--- src/rtl/kbd_pkg.sv ---
// Shared definitions for the keyboard-driven flash playback sequencer:
// ASCII command bytes, the sequencer state type and the default address width.
package kbd_pkg;

   localparam int ADDR_W_DFLT = 23;

   localparam logic [7:0] ASCII_E_UC = 8'h45;
   localparam logic [7:0] ASCII_E_LC = 8'h65;
   localparam logic [7:0] ASCII_D_UC = 8'h44;
   localparam logic [7:0] ASCII_D_LC = 8'h64;
   localparam logic [7:0] ASCII_F_UC = 8'h46;
   localparam logic [7:0] ASCII_F_LC = 8'h66;
   localparam logic [7:0] ASCII_B_UC = 8'h42;
   localparam logic [7:0] ASCII_B_LC = 8'h62;
   localparam logic [7:0] ASCII_R_UC = 8'h52;
   localparam logic [7:0] ASCII_R_LC = 8'h72;

   typedef enum logic [1:0] {
      ST_IDLE,
      ST_FETCH,
      ST_SAMPLE0,
      ST_SAMPLE1
   } state_t;

endpackage

--- src/rtl/kbd_cmd_decode.sv ---
// Combinational ASCII-to-one-hot command decode. Upper and lower case map to
// the same command; any other byte, or a byte without kbd_valid, decodes to
// no command at all.
module kbd_cmd_decode
   import kbd_pkg::*;
(
   input  logic       kbd_valid,
   input  logic [7:0] kbd_data,
   output logic       cmd_play,
   output logic       cmd_pause,
   output logic       cmd_fwd,
   output logic       cmd_bwd,
   output logic       cmd_restart
);

   // Decode the keyboard byte into at most one command strobe.
   always_comb begin
      // NOTE: every output gets a default before the case so no path leaves
      // a signal unassigned, which would otherwise infer a latch.
      cmd_play    = 1'b0;
      cmd_pause   = 1'b0;
      cmd_fwd     = 1'b0;
      cmd_bwd     = 1'b0;
      cmd_restart = 1'b0;
      if (kbd_valid) begin
         case (kbd_data)
            ASCII_E_UC, ASCII_E_LC: cmd_play    = 1'b1;
            ASCII_D_UC, ASCII_D_LC: cmd_pause   = 1'b1;
            ASCII_F_UC, ASCII_F_LC: cmd_fwd     = 1'b1;
            ASCII_B_UC, ASCII_B_LC: cmd_bwd     = 1'b1;
            ASCII_R_UC, ASCII_R_LC: cmd_restart = 1'b1;
            default: ;
         endcase
      end
   end

endmodule

--- src/rtl/kbd_playback_ctrl.sv ---
// Keyboard-driven playback sequencer. Fetches one 32-bit flash word per two
// audio samples, walks the address space forward or backward with wrap, and
// paces sample output to sample_tick. All outputs come straight from flops.
module kbd_playback_ctrl
   import kbd_pkg::*;
#(
   parameter int                 ADDR_W    = ADDR_W_DFLT,
   parameter logic [ADDR_W-1:0]  LAST_ADDR = 23'h7FFFF
) (
   input  logic              clk,
   input  logic              rst_n,
   input  logic [7:0]        kbd_data,
   input  logic              kbd_valid,
   input  logic              sample_tick,
   output logic              flash_req,
   output logic [ADDR_W-1:0] flash_addr,
   input  logic              flash_ack,
   input  logic [31:0]       flash_data,
   output logic [15:0]       audio_sample,
   output logic              sample_valid,
   output logic              playing,
   output logic              dir_fwd
);

   logic cmd_play, cmd_pause, cmd_fwd, cmd_bwd, cmd_restart;

   kbd_cmd_decode u_cmd_decode (
      .kbd_valid   (kbd_valid),
      .kbd_data    (kbd_data),
      .cmd_play    (cmd_play),
      .cmd_pause   (cmd_pause),
      .cmd_fwd     (cmd_fwd),
      .cmd_bwd     (cmd_bwd),
      .cmd_restart (cmd_restart)
   );

   state_t            state_q, state_d;
   logic              playing_q, playing_d;
   logic              dir_fwd_q, dir_fwd_d;
   logic              restart_pend_q, restart_pend_d;
   logic              pend_fwd_q, pend_fwd_d;     // direction latched when the restart was deferred
   logic              flash_req_q, flash_req_d;
   logic [ADDR_W-1:0] flash_addr_q, flash_addr_d;
   logic [31:0]       word_q, word_d;
   logic              first_a_q, first_a_d;       // first half of the current word was A
   logic [15:0]       audio_q, audio_d;
   logic              sample_valid_q, sample_valid_d;

   // An ack only counts against a request we actually have outstanding.
   logic              ack_acc;
   logic              tick_acc;
   logic [ADDR_W-1:0] restart_tgt;
   logic [ADDR_W-1:0] pend_tgt;
   logic [ADDR_W-1:0] addr_step;

   assign ack_acc     = (state_q == ST_FETCH) && flash_req_q && flash_ack;
   assign tick_acc    = sample_tick && playing_q;
   assign restart_tgt = dir_fwd_q  ? '0 : LAST_ADDR;
   assign pend_tgt    = pend_fwd_q ? '0 : LAST_ADDR;
   assign addr_step   = dir_fwd_q
                        ? ((flash_addr_q == LAST_ADDR) ? '0 : flash_addr_q + 1'b1)
                        : ((flash_addr_q == '0) ? LAST_ADDR : flash_addr_q - 1'b1);

   // Command flags; they affect the FSM only from the following cycle.
   always_comb begin
      playing_d = playing_q;
      dir_fwd_d = dir_fwd_q;
      if (cmd_play)  playing_d = 1'b1;
      if (cmd_pause) playing_d = 1'b0;
      if (cmd_fwd)   dir_fwd_d = 1'b1;
      if (cmd_bwd)   dir_fwd_d = 1'b0;
   end

   // Next-state logic. A restart outside FETCH jumps straight back to the
   // fetch (or idles if paused); inside FETCH it waits for the ack and refetches.
   always_comb begin
      state_d = state_q;
      case (state_q)
         ST_IDLE: begin
            if (playing_q) state_d = ST_FETCH;
         end
         ST_FETCH: begin
            if (ack_acc) state_d = (restart_pend_q || cmd_restart) ? ST_FETCH : ST_SAMPLE0;
         end
         ST_SAMPLE0: begin
            if (cmd_restart)   state_d = playing_q ? ST_FETCH : ST_IDLE;
            else if (tick_acc) state_d = ST_SAMPLE1;
         end
         ST_SAMPLE1: begin
            if (cmd_restart)   state_d = playing_q ? ST_FETCH : ST_IDLE;
            else if (tick_acc) state_d = ST_FETCH;
         end
         default: state_d = ST_IDLE;
      endcase
   end

   // Datapath and output register inputs: address counter, word capture,
   // half-word sample mux and the flash request.
   always_comb begin
      flash_addr_d   = flash_addr_q;
      word_d         = word_q;
      first_a_d      = first_a_q;
      audio_d        = audio_q;
      sample_valid_d = 1'b0;
      restart_pend_d = restart_pend_q;
      pend_fwd_d     = pend_fwd_q;

      if (state_q == ST_FETCH) begin
         if (ack_acc) begin
            if (restart_pend_q || cmd_restart) begin
               flash_addr_d   = cmd_restart ? restart_tgt : pend_tgt;
               word_d         = '0;
               restart_pend_d = 1'b0;
            end else begin
               word_d = flash_data;
            end
         end else if (cmd_restart) begin
            restart_pend_d = 1'b1;
            pend_fwd_d     = dir_fwd_q;
         end
      end else if (cmd_restart) begin
         flash_addr_d = restart_tgt;
         word_d       = '0;
      end else if (state_q == ST_SAMPLE0 && tick_acc) begin
         audio_d        = dir_fwd_q ? word_q[15:0] : word_q[31:16];
         first_a_d      = dir_fwd_q;
         sample_valid_d = 1'b1;
      end else if (state_q == ST_SAMPLE1 && tick_acc) begin
         audio_d        = first_a_q ? word_q[31:16] : word_q[15:0];
         sample_valid_d = 1'b1;
         flash_addr_d   = addr_step;
      end

      // Request drops for at least one cycle after every accepted ack, so a
      // refetch after a deferred restart never changes the address under req.
      flash_req_d = (state_d == ST_FETCH) && !ack_acc;
   end

   // State register.
   always_ff @(posedge clk or negedge rst_n) begin
      // NOTE: sequential state uses non-blocking assignment so every flop
      // samples the pre-edge values regardless of statement order.
      if (!rst_n) state_q <= ST_IDLE;
      else        state_q <= state_d;
   end

   // Flags, datapath and output registers.
   always_ff @(posedge clk or negedge rst_n) begin
      if (!rst_n) begin
         playing_q      <= 1'b0;
         dir_fwd_q      <= 1'b1;
         restart_pend_q <= 1'b0;
         pend_fwd_q     <= 1'b1;
         flash_req_q    <= 1'b0;
         flash_addr_q   <= '0;
         // NOTE: the word register is reset as well; it is a single register,
         // not a memory array, and a known value keeps the sample mux clean.
         word_q         <= '0;
         first_a_q      <= 1'b1;
         audio_q        <= '0;
         sample_valid_q <= 1'b0;
      end else begin
         playing_q      <= playing_d;
         dir_fwd_q      <= dir_fwd_d;
         restart_pend_q <= restart_pend_d;
         pend_fwd_q     <= pend_fwd_d;
         flash_req_q    <= flash_req_d;
         flash_addr_q   <= flash_addr_d;
         word_q         <= word_d;
         first_a_q      <= first_a_d;
         audio_q        <= audio_d;
         sample_valid_q <= sample_valid_d;
      end
   end

   assign flash_req    = flash_req_q;
   assign flash_addr   = flash_addr_q;
   assign audio_sample = audio_q;
   assign sample_valid = sample_valid_q;
   assign playing      = playing_q;
   assign dir_fwd      = dir_fwd_q;

endmodule

--- config.mk ---
export PLATFORM = sky130hd
export DESIGN_NAME = kbd_playback_ctrl
export DESIGN_NICKNAME = d
export VERILOG_FILES = /design/src/rtl/kbd_pkg.sv /design/src/rtl/kbd_cmd_decode.sv /design/src/rtl/kbd_playback_ctrl.sv
export SDC_FILE = /design/constraint.sdc
export NUM_CORES = 1
export LEC_CHECK = 0
export CAP_MARGIN = 10
export CELL_PAD_IN_SITES_DETAIL_PLACEMENT = 1
export CELL_PAD_IN_SITES_GLOBAL_PLACEMENT = 2
export CORE_MARGIN = 10
export CORE_UTILIZATION = 34
export DETAILED_ROUTE_END_ITERATION = 16
export PLACE_DENSITY_LB_ADDON = 0.1
export SYNTH_ARGS = -nofsm -noshare
export SYNTH_HDL_FRONTEND = slang
export SYNTH_SLANG_ARGS = --single-unit
--- constraint.sdc ---
create_clock -name clk -period 4 [get_ports clk]
set_clock_uncertainty 0.15 [all_clocks]
set_input_delay 0.4 -clock clk [delete_from_list [all_inputs] [get_ports clk]]
set_output_delay 0.4 -clock clk [all_outputs]
set_load 0.005 [all_outputs]
# After elaboration in Yosys (flattened, before gate mapping)
# Cells that the tools add are included.
# W data, S select, Z words.
[classes] addsub=2 n_eq_ne=19 mux=50 bitwise_logic=3 n_reduce_logical=27
[op_table] cell="$mux W23" count=9
[op_table] cell="$mux W32" count=4
[op_table] cell="$eq A8 B7 Y1 const B" count=10
[op_table] cell="$mux W16" count=4
[op_table] cell="$mux W19" count=3
[op_table] cell="$add A23 B1 Y23 const B" count=1
[op_table] cell="$eq A23 B19 Y1 const B" count=1
[op_table] cell="$logic_not A23 Y1" count=1
[op_table] cell="$sub A23 B1 Y23 const B" count=1
[op_table] cell="$mux W1" count=22
[op_table] cell="$mux W2" count=7
[op_table] cell="$reduce_and A3 Y1" count=4
[op_table] cell="$reduce_bool A2 Y1" count=5
[op_table] cell="$reduce_or A2 Y1" count=5
[op_table] cell="$pmux W2 S4" count=1
[op_table] cell="$logic_and A1 B1 Y1" count=6
[op_table] cell="$eq A2 B1 Y1 const B" count=2
[op_table] cell="$eq A2 B2 Y1 const B" count=2
[op_table] cell="$ne A2 B1 Y1 const B" count=2
[op_table] cell="$reduce_and A4 Y1" count=1
[op_table] cell="$ne A3 B3 Y1 const B" count=1
[op_table] cell="$not A1 Y1" count=3
[op_table] cell="$reduce_bool A3 Y1" count=1
[op_table] cell="$logic_not A2 Y1" count=1
[op_table] cell="other kinds (4)" count=4
[word_totals] ff_bits=80 input_bits=45 output_inout_bits=43 wordCells=112

# Longest topological paths before layout
# Gate-level depths: netlist (run 1).
[depth] word_depth=10 mapped_depth=9 depth_no_buf=8

# By module
# A second synthesis (run 1) with hierarchy kept.
[hier_totals] cells_unflattened=579 area_unflattened_um2=4936.0
[modules_own_cells] module="kbd_playback_ctrl" instances=1 cells_per_inst=570 area_per_inst_um2=4832.1 seq_area_each_um2=2005.7
[modules_own_cells] module="kbd_cmd_decode" instances=1 cells_per_inst=9 area_per_inst_um2=103.8 seq_area_each_um2=0.0

# Least setup slack after synthesis (run 1)
# No wires, ideal clock.
[synth_path] kind="reg-to-reg" startpoint="reg flash_addr_q[16], in the netlist flash_addr[16]" endpoint="reg flash_addr_q[18], in the netlist flash_addr[18]" setup_ns=0.119 arrival_time_ns=2.065 t_required_ns=3.731 setup_slack_ns=1.666 path_stages_with_launch=8 n_path_buf=1 synth_period_minus_slack_ns=2.334 cell_sequence="dfrtp_1 -> buf_6 -> or4_4 -> nor4_4 -> nand2_2 -> or3_1 -> a31oi_1 -> nor2_1"
[synth_between] elab_chain_len=7 elab_cells_between_ends=11 cone_classes="2 x add/sub; 1 x eq/ne; 7 x mux; 1 x reduce/logical"
[synth_rtl] item="from (decl)" line="kbd_playback_ctrl.sv:43" text="logic [ADDR_W-1:0] flash_addr_q, flash_addr_d;"
[synth_rtl] item="from (signal assigned)" line="kbd_playback_ctrl.sv:168" text="flash_addr_q <= flash_addr_d;"
[synth_rtl] item="$sub A23 B1 Y23, or another cell as far along" line="kbd_playback_ctrl.sv:62" text=": ((flash_addr_q == '0) ? LAST_ADDR : flash_addr_q - 1'b1);"
[synth_rtl] item="$mux W23 (on tied branches)" line="kbd_playback_ctrl.sv:62, kbd_playback_ctrl.sv:61"
[synth_rtl] item="$mux W23 *" line="kbd_playback_ctrl.sv:61" text="? ((flash_addr_q == LAST_ADDR) ? '0 : flash_addr_q + 1'b1)"
[synth_rtl] item="$mux W23 *" line="kbd_playback_ctrl.sv:128" text="end else if (state_q == ST_SAMPLE1 && tick_acc) begin"
[synth_rtl] item="$mux W23 *" line="kbd_playback_ctrl.sv:124" text="end else if (state_q == ST_SAMPLE0 && tick_acc) begin"
[synth_rtl] item="$mux W23 *" line="kbd_playback_ctrl.sv:121" text="end else if (cmd_restart) begin"
[synth_rtl] item="$mux W23 *" line="kbd_playback_ctrl.sv:108" text="if (state_q == ST_FETCH) begin"
# Mark *: on every way between the ends. The rest lies on a longest branch, timed or not. The select of a mux whose other input is x is not followed.
# A chain may end at the register's enable or synchronous reset.

# Worst setup path in the final report (run 1)
[layout_path] startpoint="in kbd_data[1]" endpoint="reg flash_addr_q[16], in the netlist flash_addr[16]"
[layout_between] elab_chain_len=8 elab_cells_between_ends=15 cone_classes="4 x eq/ne; 7 x mux; 4 x reduce/logical"
[layout_rtl] item="from (decl)" line="kbd_playback_ctrl.sv:12" text="input logic [7:0] kbd_data,"
[layout_rtl] item="$eq A8 B7 Y1" line="kbd_cmd_decode.sv:26" text="case (kbd_data)"
[layout_rtl] item="$reduce_or A2 Y1 *" line="kbd_cmd_decode.sv:26"
[layout_rtl] item="$mux W1 *" line="kbd_cmd_decode.sv:26"
[layout_rtl] item="$mux W1 *" line="kbd_cmd_decode.sv:25" text="if (kbd_valid) begin"
[layout_rtl] item="$mux W19" line="kbd_playback_ctrl.sv:111" text="flash_addr_d = cmd_restart ? restart_tgt : pend_tgt;"
[layout_rtl] item="$mux W23" line="kbd_playback_ctrl.sv:110" text="if (restart_pend_q || cmd_restart) begin"
[layout_rtl] item="$mux W23" line="kbd_playback_ctrl.sv:109" text="if (ack_acc) begin"
[layout_rtl] item="$mux W23" line="kbd_playback_ctrl.sv:108"
# Marked as above.

==> results of run 1 <==
==> final cells by class <==
class,instances,share of cell area [%]
multi-input combinational,371,40.9
sequential,80,34.4
timing repair buffer,94,15.8
clock buffer,9,3.87
tap,176,3.78
clock inverter,6,0.774
inverter,7,0.451
==> cells in the mapped netlist (5+ instances only) <==
cell type	number	area share, %
mux2i_1	16	3.5
nor4_1	6	0.82
or4_1	6	0.99
nand4_1	9	1.2
o211ai_1	5	0.82
nor2_1	68	5.6
xnor2_1	13	2.5
nand3_1	12	1.3
xor2_1	6	1.2
dfrtp_1	77	42
nand2_1	24	2.0
a31oi_1	7	0.96
inv_1	7	0.58
o21ai_0	18	2.0
and3_1	9	1.2
clkbuf_1	25	2.1
nand2b_1	7	0.96
buf_2	9	0.99
nor3_1	18	2.0
a21oi_1	42	4.6
a22o_1	32	6.1
==> per-stage QoR <==
stage	hold slack [ns]	area (um^2)	power [mW]	worst slack [ns]
after floorplan	-0.0456	4560	2.34	1.67
after global placement	0.328	5550	2.99	0.864
after detailed placement	0.335	5550	3.03	0.695
after CTS	0.0122	5820	3.84	1.05
after global routing	0.0396	5820	4.09	0.810
final	-0.0374	5820	3.79	0.967
==> flip-flops by register name, indices dropped and copies added (netlist names) <==
register,count
word_q,32
flash_addr,23
audio_sample,16
state_q,2
dir_fwd,1
first_a_q,1
flash_req,1
pend_fwd_q,1
playing,1
restart_pend_q,1
sample_valid,1
==> per-layer routing <==
metal	up-vias	share of wire (%)	global-route usage, %
met5	-	0	0
met4	0	0.70	4.37
met3	9	5.6	4.76
met2	85	48	27.2
met1	2149	45	20.6
li1	1969	-	-
==> final timing paths <==
path	start	to	slack (ns)	depth (start not counted)
max	kbd_data[1]	flash_addr[16]	0.97	8
min	rst_n	flash_addr[11]	-0.04	1
max reg2reg	flash_addr[14]	flash_addr[16]	1.10	5
min reg2reg	word_q[2]	word_q[2]	0.35	1
max in group asynchronous	rst_n	first_a_q	2.87	2
min in group clk	word_q[2]	word_q[2]	0.35	1
==> cells by family (layout without fill, tap and decap cells) <==
kind of cell | Yosys count | count (layout) | share of synthesized area [%]
muxes | 19 | 19 | 4.25
adders and majority gates | 3 | 3 | 0.823
AOI/OAI and AO/OA | 141 | 141 | 21.1
and+or+nand+nor | 189 | 189 | 21.9
xor gates and xnor gates | 19 | 19 | 3.65
buffers and inverters | 44 | 116 | 4.28
DFF | 80 | 80 | 44.0
==> power breakdown <==
| group | internal, mW | switching [mW] |
|---|---|---|
| combinational | 0.806 | 0.682 |
| clock | 0.420 | 0.360 |
| sequential | 1.12 | 0.402 |
| total | 2.35 | 1.44 |
==> cell usage in the layout (no fill, tap or decap), types with 5 or more instances in the layout <==
cell type and n:
xnor2_1 13, nor4_1 6, dfrtp_1 77, nand2b_1 7
and3_1 9, mux2i_1 16, nand2_1 24, nor3_1 17
inv_1 7, or4_1 6, buf_4 9, xor2_1 6
clkbuf_16 9, nand4_1 9, a21oi_1 40, o21ai_0 18
a31oi_1 7, o211ai_1 5, nand3_1 12, nor2_1 68
a22o_1 32, clkdlybuf4s50_1 85
==> results.md, run 1 <==
- Status: complete, but fails checks
- Failing checks: negative hold slack
- Max-Cap Viols: 0
- CTS Hold Bufs: 0
- Final Cycle Share: about three quarters
- Util after Layout: around 44%
- Synth Warn #: 0
- Setup-failing EPs final: 0
- Buffers on Ports: 86
- Initial drt markers: a little under 200
- Residual DRC: 0
- Slew HR: between 30% and 40%
- Io pins: between 80 and 90
- CTS Sinks: 80
- Cell Pwr Density: 651 mW/mm^2
- Minimum clock period: slightly above 3 ns
- Area grow syn2layout: 27.6%
- Non-filler cells in the finished layout: 743
- Critical path capture point type: flop
- CTS tree: yes
- Vias per std cell: 5.67
- Post-CTS Resized: 0
- First-pass GRT wire length: 24,600 um
- Least-Margin Pin Slew: 0.933 ns
- CTS root buffer: clkbuf_16
- Total track usage: between 10% and 20%
- Worst path slowest cell: nor4bb_1
- # H-tree levels: 3
- Skew-Pair Late Insertion Delay: about 0.35 ns
- Worst-path clk slew: ~0.060 ns
- Bufs and invs on worst path: 2
- Setup crit start kind: primary input
- Most common flop cell mapped by yosys: dfrtp_1
- Die X-Extent: between 100 and 150 um
- CP max FO: 25
- Seq/Total Area, Yosys: ~44%
- DP Cell Count: roughly 730
- Max-slew violation count: 0
- Worst IR drop on VDD: 0.295 mV
- Final-report hold violation count: 16
- Pin count of the biggest net entering global routing: 59
- CP Data Required Time: ~4.1 ns
- WHS: -0.0374 ns
- Die Ht: 136 um
- Reg area: approximately 0.0020 mm^2
- Antenna diodes: 0
- Mean post-synth cell area: 9.22 um^2
- TritonRoute pass-1 iters: 4
- Post-synth EDFFs: 0
- Final wirelength: 14,900 um
- Number of synthesized register bits: 80
- Hold WC Path Type: primary input to asynchronous set/reset pin
- FFs w/ async S/R, synth: 100%
- Max Buffers Root-to-Sink: 2
- Num CTS Buffers: 9
- Nets: a little over 600
- Starting Density: between 30% and 40%
- Leakage: about 2.3 nW
- Setup Buffers After CTS: 0
- GR Overflow Total: 0
- Layout cells sized above 1: 8.64%
- DP HPWL: around 10,000 um
- Antenna violations before repair: 0
- Crit Path Class: primary input to flop
- Setup TNS: 0 ns
- WL/cell: 20.1 um
- Vias in the first global route: about 4,600
- Cell area after synthesis: approximately 0.0046 mm^2
- Syn Nets: approximately 540
- Crit path largest cell delay: between 0.5 and 0.6 ns
- Die area: about 0.018 mm^2
- Row count: between 40 and 50
- Crit-path cells: clkdlybuf4s50_1 -> nor4bb_1 -> nand2_1 -> a21oi_1 -> buf_4 -> a21boi_0 -> o22ai_1 -> o32ai_1
- Multi-input gate area: 0.00238 mm^2
- WP data arrival: about 3.1 ns
- Fill cells: roughly 1,500
- Routability Congestion: around 0.8
- Critical path's top delay family: simple AND/OR/NAND/NOR gates
- Post-route ant nets: 0
- Yosys cell types: between 60 and 70
- Total number of vias: 4,212
- Max Freq: around 0.33 GHz
- Core area: 0.0132 mm^2
- Post-Synthesis Cells: ~500
- Unrepaired setup endpoints after global routing: false
No activity file was read; power rests on OpenSTA's default activity.
==> run 2: changes to the inputs <==
--- a/config.mk
+++ b/config.mk
@@ -9,7 +9,7 @@
 export CELL_PAD_IN_SITES_DETAIL_PLACEMENT = 1
 export CELL_PAD_IN_SITES_GLOBAL_PLACEMENT = 2
 export CORE_MARGIN = 10
-export CORE_UTILIZATION = 34
+export CORE_UTILIZATION = 32
 export DETAILED_ROUTE_END_ITERATION = 16
 export PLACE_DENSITY_LB_ADDON = 0.1
 export SYNTH_ARGS = -nofsm -noshare
==> constraint.sdc (replaced) <==
create_clock -name clk -period 2.9 [get_ports clk]
set_clock_uncertainty 0.15 [all_clocks]
set_input_delay 0.29 -clock clk [delete_from_list [all_inputs] [get_ports clk]]
set_output_delay 0.29 -clock clk [all_outputs]
set_load 0.005 [all_outputs]
==> results.md, run 2 (synthesis results as in run 1) <==
- FF-to-FF setup slack: between 0.2 and 0.3 ns
- Failing checks: negative hold slack
- Max-slew violation count: 0
- Max Freq: about 0.38 GHz
- Total track usage: between 10% and 20%
- Crit-path cells: nand4_1 -> or4_1 -> o21bai_2 -> buf_4 -> a21oi_1 -> a211oi_1 -> nor2_1
- Unrepaired setup endpoints after global routing: false
- Setup Buffers After CTS: 0
- Final Cycle Share: roughly nine tenths
- Internal power: ~3.5 mW
- Starting Density: approximately 33%
- Residual DRC: 0
- Die Ht: 139 um
- Post-CTS Resized: 0
- Worst-path clk slew: approximately 0.07 ns
- Crit path largest cell delay: roughly 0.72 ns
- Crit Path Class: flop to flop
- Worst path slowest cell: or4_1
- Final wirelength: roughly 15,000 um
- Num CTS Buffers: 9
- WL/cell: 19.7 um
- CTS Hold Bufs: 0
- TritonRoute pass-1 iters: 5
- Antenna violations before repair: 0
- Least-Margin Pin Slew: around 1.0 ns
- Skew-Pair Late Insertion Delay: around 0.35 ns
- Max-Cap Viols: 0
- Total number of vias: 4,299
- CTS root buffer: clkbuf_16
- Nets: 640
- Critical R2R Capture: flash_addr[3]
- First-pass GRT wire length: around 25,000 um
- Buffers on Ports: 86
- Logic gate share of total power: a little over two fifths
- Fill cells: between 1,500 and 2,000
- Leakage: 2.46 nW
- Final instance area: about 0.006 mm^2
- Most frequent cells in the layout: clkdlybuf4s50_1 (85), dfrtp_1 (77), nor2_1 (68)
- Worst r2r src: flash_addr[10]
- # H-tree levels: 3
- CP max FO: 8
- Core area: 0.0139 mm^2
- DP HPWL: 11,100 um
- Number of flip-flops in the largest register: 32
- Flop pwr share: about a third
- Minimum clock period: between 2 and 3 ns
- Clock share of power: between 20 and 25%
- Critical path's top delay family: simple AND/OR/NAND/NOR gates
- Hold WC Path Type: primary input to asynchronous set/reset pin
- R2R cell count: 7
- Util after Layout: approximately 44%
- Critical path capture point type: flop
- Initial drt markers: between 200 and 250
- Most common cell after layout, fill and taps aside: clkdlybuf4s50_1
- WP data arrival: 2.71 ns
- Status: complete, but fails checks
- Worst IR drop on VDD: 0.449 mV
- Switch Pwr: between 2 and 2.5 mW
- Area grow syn2layout: 33.6%
- Sw Share: 36.7%
- Io pins: between 80 and 90
- Slew HR: 30.4%
- Routability Congestion: 0.841
- Die X-Extent: about 140 um
- Post-route ant nets: 0
- Reg with most FFs: word_q
- Vias in the first global route: 4,538
- Pin count of the biggest net entering global routing: ~80
- Vias per std cell: ~5.5
- Row count: 43
- WHS: -0.0357 ns
- Cell Pwr Density: ~910 mW/mm^2
- Die area: about 0.019 mm^2
- Max Buffers Root-to-Sink: 2
- Setup TNS: 0 ns
- Antenna diodes: 0
- Post-DP Area: ~0.0058 mm^2
- CTS Sinks: 80
- Setup-failing EPs final: 0
- Layout cells sized above 1: a little over an eighth
- Setup crit start kind: flop
- GR Overflow Total: 0
- CP Data Required Time: 2.97 ns
- Final-report hold violation count: 19
- Bufs and invs on worst path: 1
- CTS tree: yes
-- run 2: cell count changes in the layout (fill, tap and decap cells not counted), sizes merged --
cell      delta
clkbuf       +2
clkinv       -1
clkinvlp     -1
bufinv       +1
buf         +29
-- run 2: cell type report --
cell class / instances / area [um^2] / area share (%)
clock buffer: 11 / 243 / 3.98
clock inverter: 5 / 62.6 / 1.03
inverter: 7 / 26.3 / 0.431
multi-input combinational: 371 / 2380 / 39.1
sequential: 80 / 2010 / 32.9
tap: 180 / 225 / 3.70
timing repair buffer: 123 / 1150 / 18.9
-- run 2: how the worst max path moves through the flow --
stage | startpoint | to | slack (ns) | depth (start not counted)
CTS | flash_addr[14] | flash_addr[16] | 0.23 | 5
global placement | kbd_data[7] | flash_addr[5] | 0.25 | 7
global route | flash_addr[1] | flash_addr[3] | 0.06 | 8
floorplan | flash_addr[16] | flash_addr[18] | 0.57 | 7
finish | flash_addr[10] | flash_addr[3] | 0.26 | 7
detailed placement | kbd_data[7] | flash_addr[3] | 0.25 | 7
-- run 2: metrics by stage --
| stage | total power [mW] | instances | setup slack (ns) |
|---|---|---|---|
| 3_5_place_dp | 4.37 | 761 | 0.250 |
| 2_1_floorplan | 3.23 | 495 | 0.566 |
| 5_1_grt | 5.97 | 777 | 0.0604 |
| 3_3_place_gp | 4.31 | 761 | 0.252 |
| 6_report | 5.53 | 777 | 0.255 |
| 4_1_cts | 5.60 | 777 | 0.234 |
-- run 2: power groups by stage --
stage	logic [mW]	clock network, mW	registers (mW)
floorplan	1.40	0	1.83
global placement	2.40	0	1.91
detailed placement	2.45	0	1.92
CTS	2.46	1.23	1.91
global route	2.69	1.29	1.99
finish	2.42	1.20	1.91
-- run 2: metal layers --
metal / routed length [um] / up-vias / track usage [%]
met3: 878 / 13 / 4.56
met2: 7100 / 105 / 23.7
met1: 7150 / 2163 / 21.0
met5: 0 / - / 0
met4: 149 / 0 / 4.06
li1: - / 2018 / -
